<file path="src/rtl/pixel_packer.sv">
// Thresholds a raster stream of 8-bit gray pixels to 1 bit and packs 8 adjacent
// pixels (LSB = leftmost) into bytes written to the 1-bit image memory.
module pixel_packer #(
  parameter int unsigned WIDTH  = 640,
  parameter int unsigned HEIGHT = 480
) (
  input  logic        clk,
  input  logic        reset,
  input  logic        pix_valid,
  input  logic [7:0]  pix_gray,
  input  logic        sof,
  input  logic [7:0]  threshold,
  output logic [7:0]  data,
  output logic [15:0] wraddress,
  output logic        wren,
  output logic        frame_done,
  output logic        overflow
);

  localparam int unsigned BYTES_PER_ROW = WIDTH / 8;
  localparam int unsigned XW = (WIDTH > 1) ? $clog2(WIDTH) : 1;
  localparam int unsigned YW = (HEIGHT > 1) ? $clog2(HEIGHT) : 1;
  localparam int unsigned AW = 16;

  typedef enum logic [1:0] {S_WAIT_SOF, S_ACTIVE, S_DONE} state_e;

  state_e          state_q, state_d;
  logic [XW-1:0]   x_q, x_d;
  logic [YW-1:0]   y_q, y_d;
  logic [AW-1:0]   row_base_q, row_base_d;
  logic [7:0]      byte_q, byte_d;
  logic [7:0]      data_q, data_d;
  logic [AW-1:0]   addr_q, addr_d;
  logic            wren_q, wren_d;
  logic            done_q, done_d;
  logic            ovf_q, ovf_d;

  logic            pix_bit_c, start_c, pack_c;
  logic            byte_end_c, line_end_c, frame_end_c;
  logic [XW-1:0]   pos_x_c;
  logic [YW-1:0]   pos_y_c;
  logic [AW-1:0]   pos_base_c;

  // A sof pixel is always position (0,0), regardless of the current counters.
  assign pix_bit_c   = pix_gray >= threshold;
  assign start_c     = pix_valid & sof;
  assign pack_c      = pix_valid & (sof | (state_q == S_ACTIVE));
  assign pos_x_c     = start_c ? '0 : x_q;
  assign pos_y_c     = start_c ? '0 : y_q;
  assign pos_base_c  = start_c ? '0 : row_base_q;
  assign byte_end_c  = pos_x_c[2:0] == 3'd7;
  assign line_end_c  = pos_x_c == XW'(WIDTH - 1);
  assign frame_end_c = line_end_c && (pos_y_c == YW'(HEIGHT - 1));

  always_ff @(posedge clk) begin
    if (reset) begin
      state_q <= S_WAIT_SOF;
    end else begin
      state_q <= state_d;
    end
  end

  always_comb begin
    state_d = state_q;
    if (start_c) begin
      state_d = S_ACTIVE;
    end
    if (pack_c && frame_end_c) begin
      state_d = S_DONE;
    end
  end

  // Packing, counters and registered write-port values.
  always_comb begin
    x_d        = x_q;
    y_d        = y_q;
    row_base_d = row_base_q;
    byte_d     = byte_q;
    data_d     = data_q;
    addr_d     = addr_q;
    wren_d     = 1'b0;
    done_d     = 1'b0;
    ovf_d      = ovf_q;
    if (start_c) begin
      ovf_d = 1'b0;
    end else if (pix_valid && (state_q == S_DONE)) begin
      ovf_d = 1'b1;
    end
    if (pack_c) begin
      byte_d[pos_x_c[2:0]] = pix_bit_c;
      y_d        = pos_y_c;
      row_base_d = pos_base_c;
      x_d        = pos_x_c + XW'(1);
      if (byte_end_c) begin
        wren_d = 1'b1;
        data_d = byte_d;
        addr_d = pos_base_c + AW'(pos_x_c >> 3);
      end
      if (line_end_c) begin
        x_d = '0;
        if (frame_end_c) begin
          done_d = 1'b1;
        end else begin
          y_d        = pos_y_c + YW'(1);
          row_base_d = pos_base_c + AW'(BYTES_PER_ROW);
        end
      end
    end
  end

  always_ff @(posedge clk) begin
    if (reset) begin
      x_q        <= '0;
      y_q        <= '0;
      row_base_q <= '0;
      byte_q     <= '0;
      data_q     <= '0;
      addr_q     <= '0;
      wren_q     <= 1'b0;
      done_q     <= 1'b0;
      ovf_q      <= 1'b0;
    end else begin
      x_q        <= x_d;
      y_q        <= y_d;
      row_base_q <= row_base_d;
      byte_q     <= byte_d;
      data_q     <= data_d;
      addr_q     <= addr_d;
      wren_q     <= wren_d;
      done_q     <= done_d;
      ovf_q      <= ovf_d;
    end
  end

  assign data       = data_q;
  assign wraddress  = addr_q;
  assign wren       = wren_q;
  assign frame_done = done_q;
  assign overflow   = ovf_q;

endmodule

</file>
<file path="config.mk">
export PLATFORM = sky130hd
export DESIGN_NAME = pixel_packer
export DESIGN_NICKNAME = d
export VERILOG_FILES = /design/src/rtl/pixel_packer.sv
export SDC_FILE = /design/constraint.sdc
export NUM_CORES = 1
export LEC_CHECK = 0
export BUFFER_PORTS_ARGS = -buffer_cell sky130_fd_sc_hd__buf_4
export CORE_UTILIZATION = 53
export DETAILED_ROUTE_END_ITERATION = 12
export GPL_TIMING_DRIVEN = 0
export PLACE_DENSITY = 0.76
export SYNTH_ARGS = -nofsm -noshare
export SYNTH_HDL_FRONTEND = slang
export SYNTH_SLANG_ARGS = --single-unit
</file>
<file path="constraint.sdc">
create_clock -name clk -period 3.15 [get_ports clk]
set_input_delay 0.1575 -clock clk [delete_from_list [all_inputs] [get_ports clk]]
set_output_delay 0.1575 -clock clk [all_outputs]
set_load 0.05 [all_outputs]
</file>
==> results of run 1 <==
worst max-delay path: stages:
cell and delay [ns]:
buf_4 0.18, nand2_2 0.19, buf_2 0.30, clkbuf_2 0.22, and2_1 0.18, ha_1 0.21, fa_1 0.41, a31o_1 0.20
maj3_2 0.37, a31oi_4 0.29, o21ai_0 0.14, a311oi_1 0.27
layer usage:
metal	GRT usage, %	up-vias
li1	-	1898
met1	37.06	1769
met2	45.59	170
met3	4.617	16
met4	10.68	0
met5	0	-
synth_stat cells, types with 10 or more instances:
cell type,count,area share [%]
nor2_1,62,5.8
and3_1,13,2.0
nand3_1,19,2.4
dfxtp_1,72,36
a21oi_1,18,2.2
inv_1,12,1.1
and2_1,14,2.2
a211oi_1,14,2.6
buf_2,10,1.2
xnor2_1,16,3.5
xor2_1,13,2.8
clkbuf_1,22,2.0
o21ai_0,11,1.4
ha_1,15,4.6
nand2_1,54,5.0
nand4_1,14,2.2
nor3_1,17,2.1
sequential cells by signal, summed over array words and instances (netlist names), 2 cells and up:
| signal | flops |
|---|---|
| row_base_q | 16 |
| x_q | 10 |
| byte_q | 8 |
| y_q | 9 |
| wraddress | 16 |
| state_q | 2 |
| data | 8 |
logic make-up after synthesis:
kind of cell / synth area share [%]
and+or+nand+nor: 27.61
AOI/OAI and AO/OA: 19.45
DFF: 35.62
buffers and inverters: 4.855
xor gates and xnor gates: 6.277
adders and majority gates: 5.659
muxes: 0.5257
worst max path at each step:
stage | start | end | slack (ns) | depth (start not counted)
after floorplan | sof | wraddress[8] | 0.15 | 13
after detailed placement | sof | wraddress[10] | -0.49 | 13
final | sof | wraddress[10] | 0.28 | 12
after global placement | sof | wraddress[10] | -0.47 | 13
after global routing | sof | wraddress[10] | 0.1 | 12
after CTS | sof | wraddress[10] | 0.05 | 13
metrics by stage:
stage               total power, mW  std cells  hold slack, ns
floorplan                     1.012        500          0.4401
global placement              1.060        643          0.4519
detailed placement            1.063        643          0.4574
CTS                           1.861        659          0.2582
global route                  1.916        659          0.3022
finish                        1.854        659          0.2663
repair_timing:
item                                    in CTS  in global routing
endpoints found under the setup margin       6                 10
setup buffers                                0                  1
hold buffers                                 0                  0
pin swaps                                    0                  1
gates resized for setup                      2                  5
cell type report:
class / instances / area [um^2]
multi-input combinational: 380 / 2417
clock inverter: 3 / 65.06
timing repair buffer: 45 / 337.8
sequential: 72 / 1441
tap: 99 / 123.9
inverter: 12 / 45.04
buffer: 35 / 150.1
fill: 633 / 2601
clock buffer: 13 / 148.9
power groups by stage:
| stage | Clock (mW) | Combinational, mW | Sequential, mW |
|---|---|---|---|
| 3_5_place_dp | 0 | 0.124 | 0.939 |
| 3_3_place_gp | 0 | 0.122 | 0.939 |
| 2_1_floorplan | 0 | 0.0743 | 0.938 |
| 5_1_grt | 0.858 | 0.139 | 0.918 |
| 6_report | 0.811 | 0.125 | 0.918 |
| 4_1_cts | 0.820 | 0.124 | 0.918 |
==> metrics.yaml, run 1 <==
hold_path_depth: 4
core-area_um2: 7331
leakage_nw: 1.829
peakVddDrop_mv: 0.3809
grt_pass1_vias: 3501
start_util_pct: 55.20
wl_met2_um: 4767
ys_seq_elements: 72
finalInstanceArea_um2: 4730
final_cell_mix: "72 x dfxtp_1, 62 x nor2_1, 54 x nand2_1, 46 x buf_4, 22 x clkbuf_1"
crit_type: "input port to flop"
met1_length_um: 4733
routedWlPerCell_um: 15.93
postSynthCellCount: 500
status: "finished clean"
clk_pin_slew_ns: 0.08
overflow: 0
synth_edf_count: 0
n_antenna_cell: 0
async_reset_ff_share_pct: 0
grt_pass1_wl_um: 16880
dp_hpwl_um: 7529
routed.top_layer: "met4"
swShare_pct: 23.21
grtUsageTotal_pct: 27.94
final_nets: 591
yosys_most_used_dff: "dfxtp_1"
finalHoldViolations: 0
syn_area_um2: 4046
cp-start-kind: "input port"
drtIter0Drc: 289
syn_avg_cell_area_um2: 8.093
tightest_slew_ns: 0.7472
reg2reg_depth: 8
reg2reg_slack_ns: 0.47
pwr-share-seq_pct: 49.5
clk_latency_ns: 0.35
critPathMaxFanout: 19
yosysWarnings: 0
critPathArrivalTime_ns: 3.13
rows: 31
wl_met3_um: 829
timing.final.ws_setup_ns: 0.2842
clk_path_buf_depth: 2
antenna_found_initial: 0
rr_endpoint: "row_base_q[14]"
final_common_cell: "dfxtp_1"
fin_skew_ns: 0.009936
fp.dieH_um: 89.38
firstDrtPassIters: 5
p_per_area_nw_per_um2: 392.0
post-route-min-period_ns: 2.866
vias_per_cell: 5.847
drive_gt1_share_pct: 14.46
end_kind: "flop"
clk_root_buffer_cell: "clkbuf_8"
remaining_drc_errors: 0
min_to: "x_q[3]"
yosysSeqAreaShare_pct: 35.62
clock.fmax_mhz: 348.9
vias: 3853
clock-sinks: 72
io_buffers: 44
final_max_slew_viol_count: 0
hp-class: "input port to flop"
synth.distinct_cells: 62
fin_crit_sh_pct: 90.98
die-width_um: 89.38
cts_buffers: 9
htree_num_levels: 3
power_frac_clock_pct: 43.7
ant_nets: 0
p_int_mw: 1.424
pwr-share-comb_pct: 6.8
relSlewSlack_pct: 49.97
grt_max_degree: 12
place.gp.congestion: 0.9707
required_ns: 3.41
fin_setup_tns_ns: 0
tritoncts: "yes"
wl_um: 10500
final_core_util_pct: 64.52
area_delta_synth_final_pct: 16.88
cap_violations: 0
worst_hold_startpoint: "pix_valid"
timing.rr.start: "x_q[0]"
rsz0062_at_grt: "no"
place_ws_ns: -0.4878
place_area_um2: 4501
ios: 47
syn_nets: 536
final-setup-viol-count: 0
die-area_um2: 7988
p_switching_uw: 430.3
Note: power is estimated with default switching activity, not from simulation.
==> run 2, diff against run 1 <==
--- a/config.mk
+++ b/config.mk
@@ -6,10 +6,11 @@
 export NUM_CORES = 1
 export LEC_CHECK = 0
 export BUFFER_PORTS_ARGS = -buffer_cell sky130_fd_sc_hd__buf_4
-export CORE_UTILIZATION = 53
+export CORE_UTILIZATION = 55
+export CTS_BUF_LIST = sky130_fd_sc_hd__clkbuf_4
 export DETAILED_ROUTE_END_ITERATION = 12
 export GPL_TIMING_DRIVEN = 0
-export PLACE_DENSITY = 0.76
+export PLACE_DENSITY = 0.79
 export SYNTH_ARGS = -nofsm -noshare
 export SYNTH_HDL_FRONTEND = slang
 export SYNTH_SLANG_ARGS = --single-unit
==> run 2 against run 1 <==
  * Global-route usage up 0.56 points
  * Clock-buffer cell count down 3
  * First-iteration DRC count down 16%
  * Sequential power about the same
  * Critical path depth up 1
  * Critical path type unchanged
==> metrics.yaml, run 2 (same netlist as run 1, synthesis figures left out) <==
p_per_area_nw_per_um2: 330.5
finalHoldViolations: 0
ant_nets: 0
pwr-share-seq_pct: 60.1
n_fill_cell: 618
worstPathCellList: "buf_4, nand2_4, buf_2, clkbuf_2, clkbuf_2, and2_1, ha_1, fa_1, a31o_1, maj3_2, a31oi_4, o21ai_0, a311oi_1"
pwr-share-comb_pct: 8.3
wl_um: 10590
rsz0062_at_grt: "no"
peakVddDrop_mv: 0.1732
die-width_um: 87.78
grt_max_degree: 12
clk_path_buf_depth: 2
power_frac_clock_pct: 31.6
swShare_pct: 26.90
fp.dieH_um: 87.78
cts_buffers: 9
fin_crit_sh_pct: 89.68
final_cell_mix: "72 x dfxtp_1, 62 x nor2_1, 54 x nand2_1, 46 x buf_4"
path_buf_inv: 4
dp_hpwl_um: 7566
final_max_slew_viol_count: 0
vias: 3935
start_util_pct: 58.27
rows: 30
htree_num_levels: 3
reg2reg_depth: 8
reg2reg_slack_ns: 0.45
end_kind: "flop"
clk_root_buffer_cell: "clkbuf_4"
firstDrtPassIters: 6
grt_pass1_wl_um: 16700
final_nets: 592
vias_per_cell: 5.989
fin_skew_ns: 0.01182
relSlewSlack_pct: 47.48
final-setup-viol-count: 0
rr_endpoint: "row_base_q[14]"
grtUsageTotal_pct: 28.49
hp-class: "input port to flop"
ios: 47
critPathArrivalTime_ns: 3.16
status: "finished clean"
crit_type: "input port to flop"
cpMostUsedCell: "clkbuf_2"
min_to: "data[3]"
grt_pass1_vias: 3505
die-area_um2: 7704
core-area_um2: 6944
cp-start-kind: "input port"
path_delay_family: "adder cells"
required_ns: 3.49
n_antenna_cell: 0
place_area_um2: 4497
p_switching_uw: 411.0
hold_path_depth: 2
finalPower_mw: 1.528
drive_gt1_share_pct: 14.62
cp_slowest_cell: "fa_1"
p_int_mw: 1.117
place.gp.congestion: 0.9279
critPathMaxStageDelay_ns: 0.41
critPathMaxFanout: 10
remaining_drc_errors: 0
clock.fmax_mhz: 354.0
finalInstanceArea_um2: 4623
drtIter0Drc: 244
area_delta_synth_final_pct: 14.25
clock-sinks: 72
io_buffers: 44
tritoncts: "yes"
antenna_found_initial: 0
tightest_slew_ns: 0.7844
routedWlPerCell_um: 16.12
leakage_nw: 1.793
clk_pin_slew_ns: 0.11
worst_hold_startpoint: "reset"
overflow: 0
cap_violations: 0
final_common_cell: "dfxtp_1"
timing.rr.start: "x_q[0]"
clk_latency_ns: 0.42
post-route-min-period_ns: 2.825
[run 2: cell types whose count changed in the layout (fill, tap and decap cells not counted), sizes merged]
cell	change
bufinv	-2
clkinv	+5
clkbuf	-2
[run 2: worst max path at each step]
stage,from,to,slack (ns),cells after the start
final,sof,wraddress[14],0.33,13
after global placement,sof,wraddress[13],-0.47,13
after CTS,sof,wraddress[14],0.04,13
after floorplan,sof,wraddress[8],0.15,13
after global routing,sof,wraddress[14],0.07,13
after detailed placement,sof,wraddress[13],-0.52,13
[run 2: final cells by class]
type	instances	area [um^2]	share of cell area, %
Timing Repair Buffer	45	337.8	7.307
Sequential cell	72	1441	31.18
Tap cell	96	120.1	2.598
Buffer	36	155.1	3.356
Multi-Input combinational cell	380	2422	52.40
Clock inverter	6	26.28	0.5683
Clock buffer	10	75.07	1.624
Inverter	12	45.04	0.9743
[run 2: through the flow]
step,hold WS (ns),setup slack (ns),cells,TNS (ns),utilization [%]
after floorplan,0.4401,0.1451,500,0,-
after global placement,0.4498,-0.4737,640,-3.897,64.76
after detailed placement,0.4528,-0.5156,640,-4.275,64.76
after CTS,0.1761,0.04235,656,0,66.23
after global routing,0.2059,0.07379,657,0,66.58
final,0.1764,0.3252,657,0,66.58
[run 2: worst reg2reg max path: cells and delay by family (launching register included)]
| kind | cells | cell delay, ns |
|---|---|---|
| simple gates | 5 | 1.01 |
| compound gates | 1 | 0.72 |
| flops | 1 | 0.46 |
| fa+ha+maj | 1 | 0.25 |
| xor+xnor | 1 | 0.15 |
[run 2: what timing repair did]
item | 4_1_cts | 5_1_grt
hold endpoints to repair | 0 | 0
resized for setup | 1 | 7
endpoints found under the setup margin | 5 | 8
setup buffers | 0 | 1
pin swaps | 0 | 1
hold buffers | 0 | 0
[run 2: per-layer routing]
layer  up-vias  share of wire, %  GRT usage (%)
met3        38               8.0          5.184
met4         0               3.5          16.24
met5         -                 0              0
li1       1898                 -              -
met2       195                45          44.61
met1      1804                43          36.92
[run 2: power groups by stage]
| stage | Sequential, mW | Combinational (mW) | Clock [mW] |
|---|---|---|---|
| floorplan | 0.938 | 0.0743 | 0 |
| global placement | 0.939 | 0.122 | 0 |
| detailed placement | 0.939 | 0.124 | 0 |
| CTS | 0.918 | 0.125 | 0.489 |
| global route | 0.920 | 0.140 | 0.526 |
| finish | 0.918 | 0.127 | 0.482 |
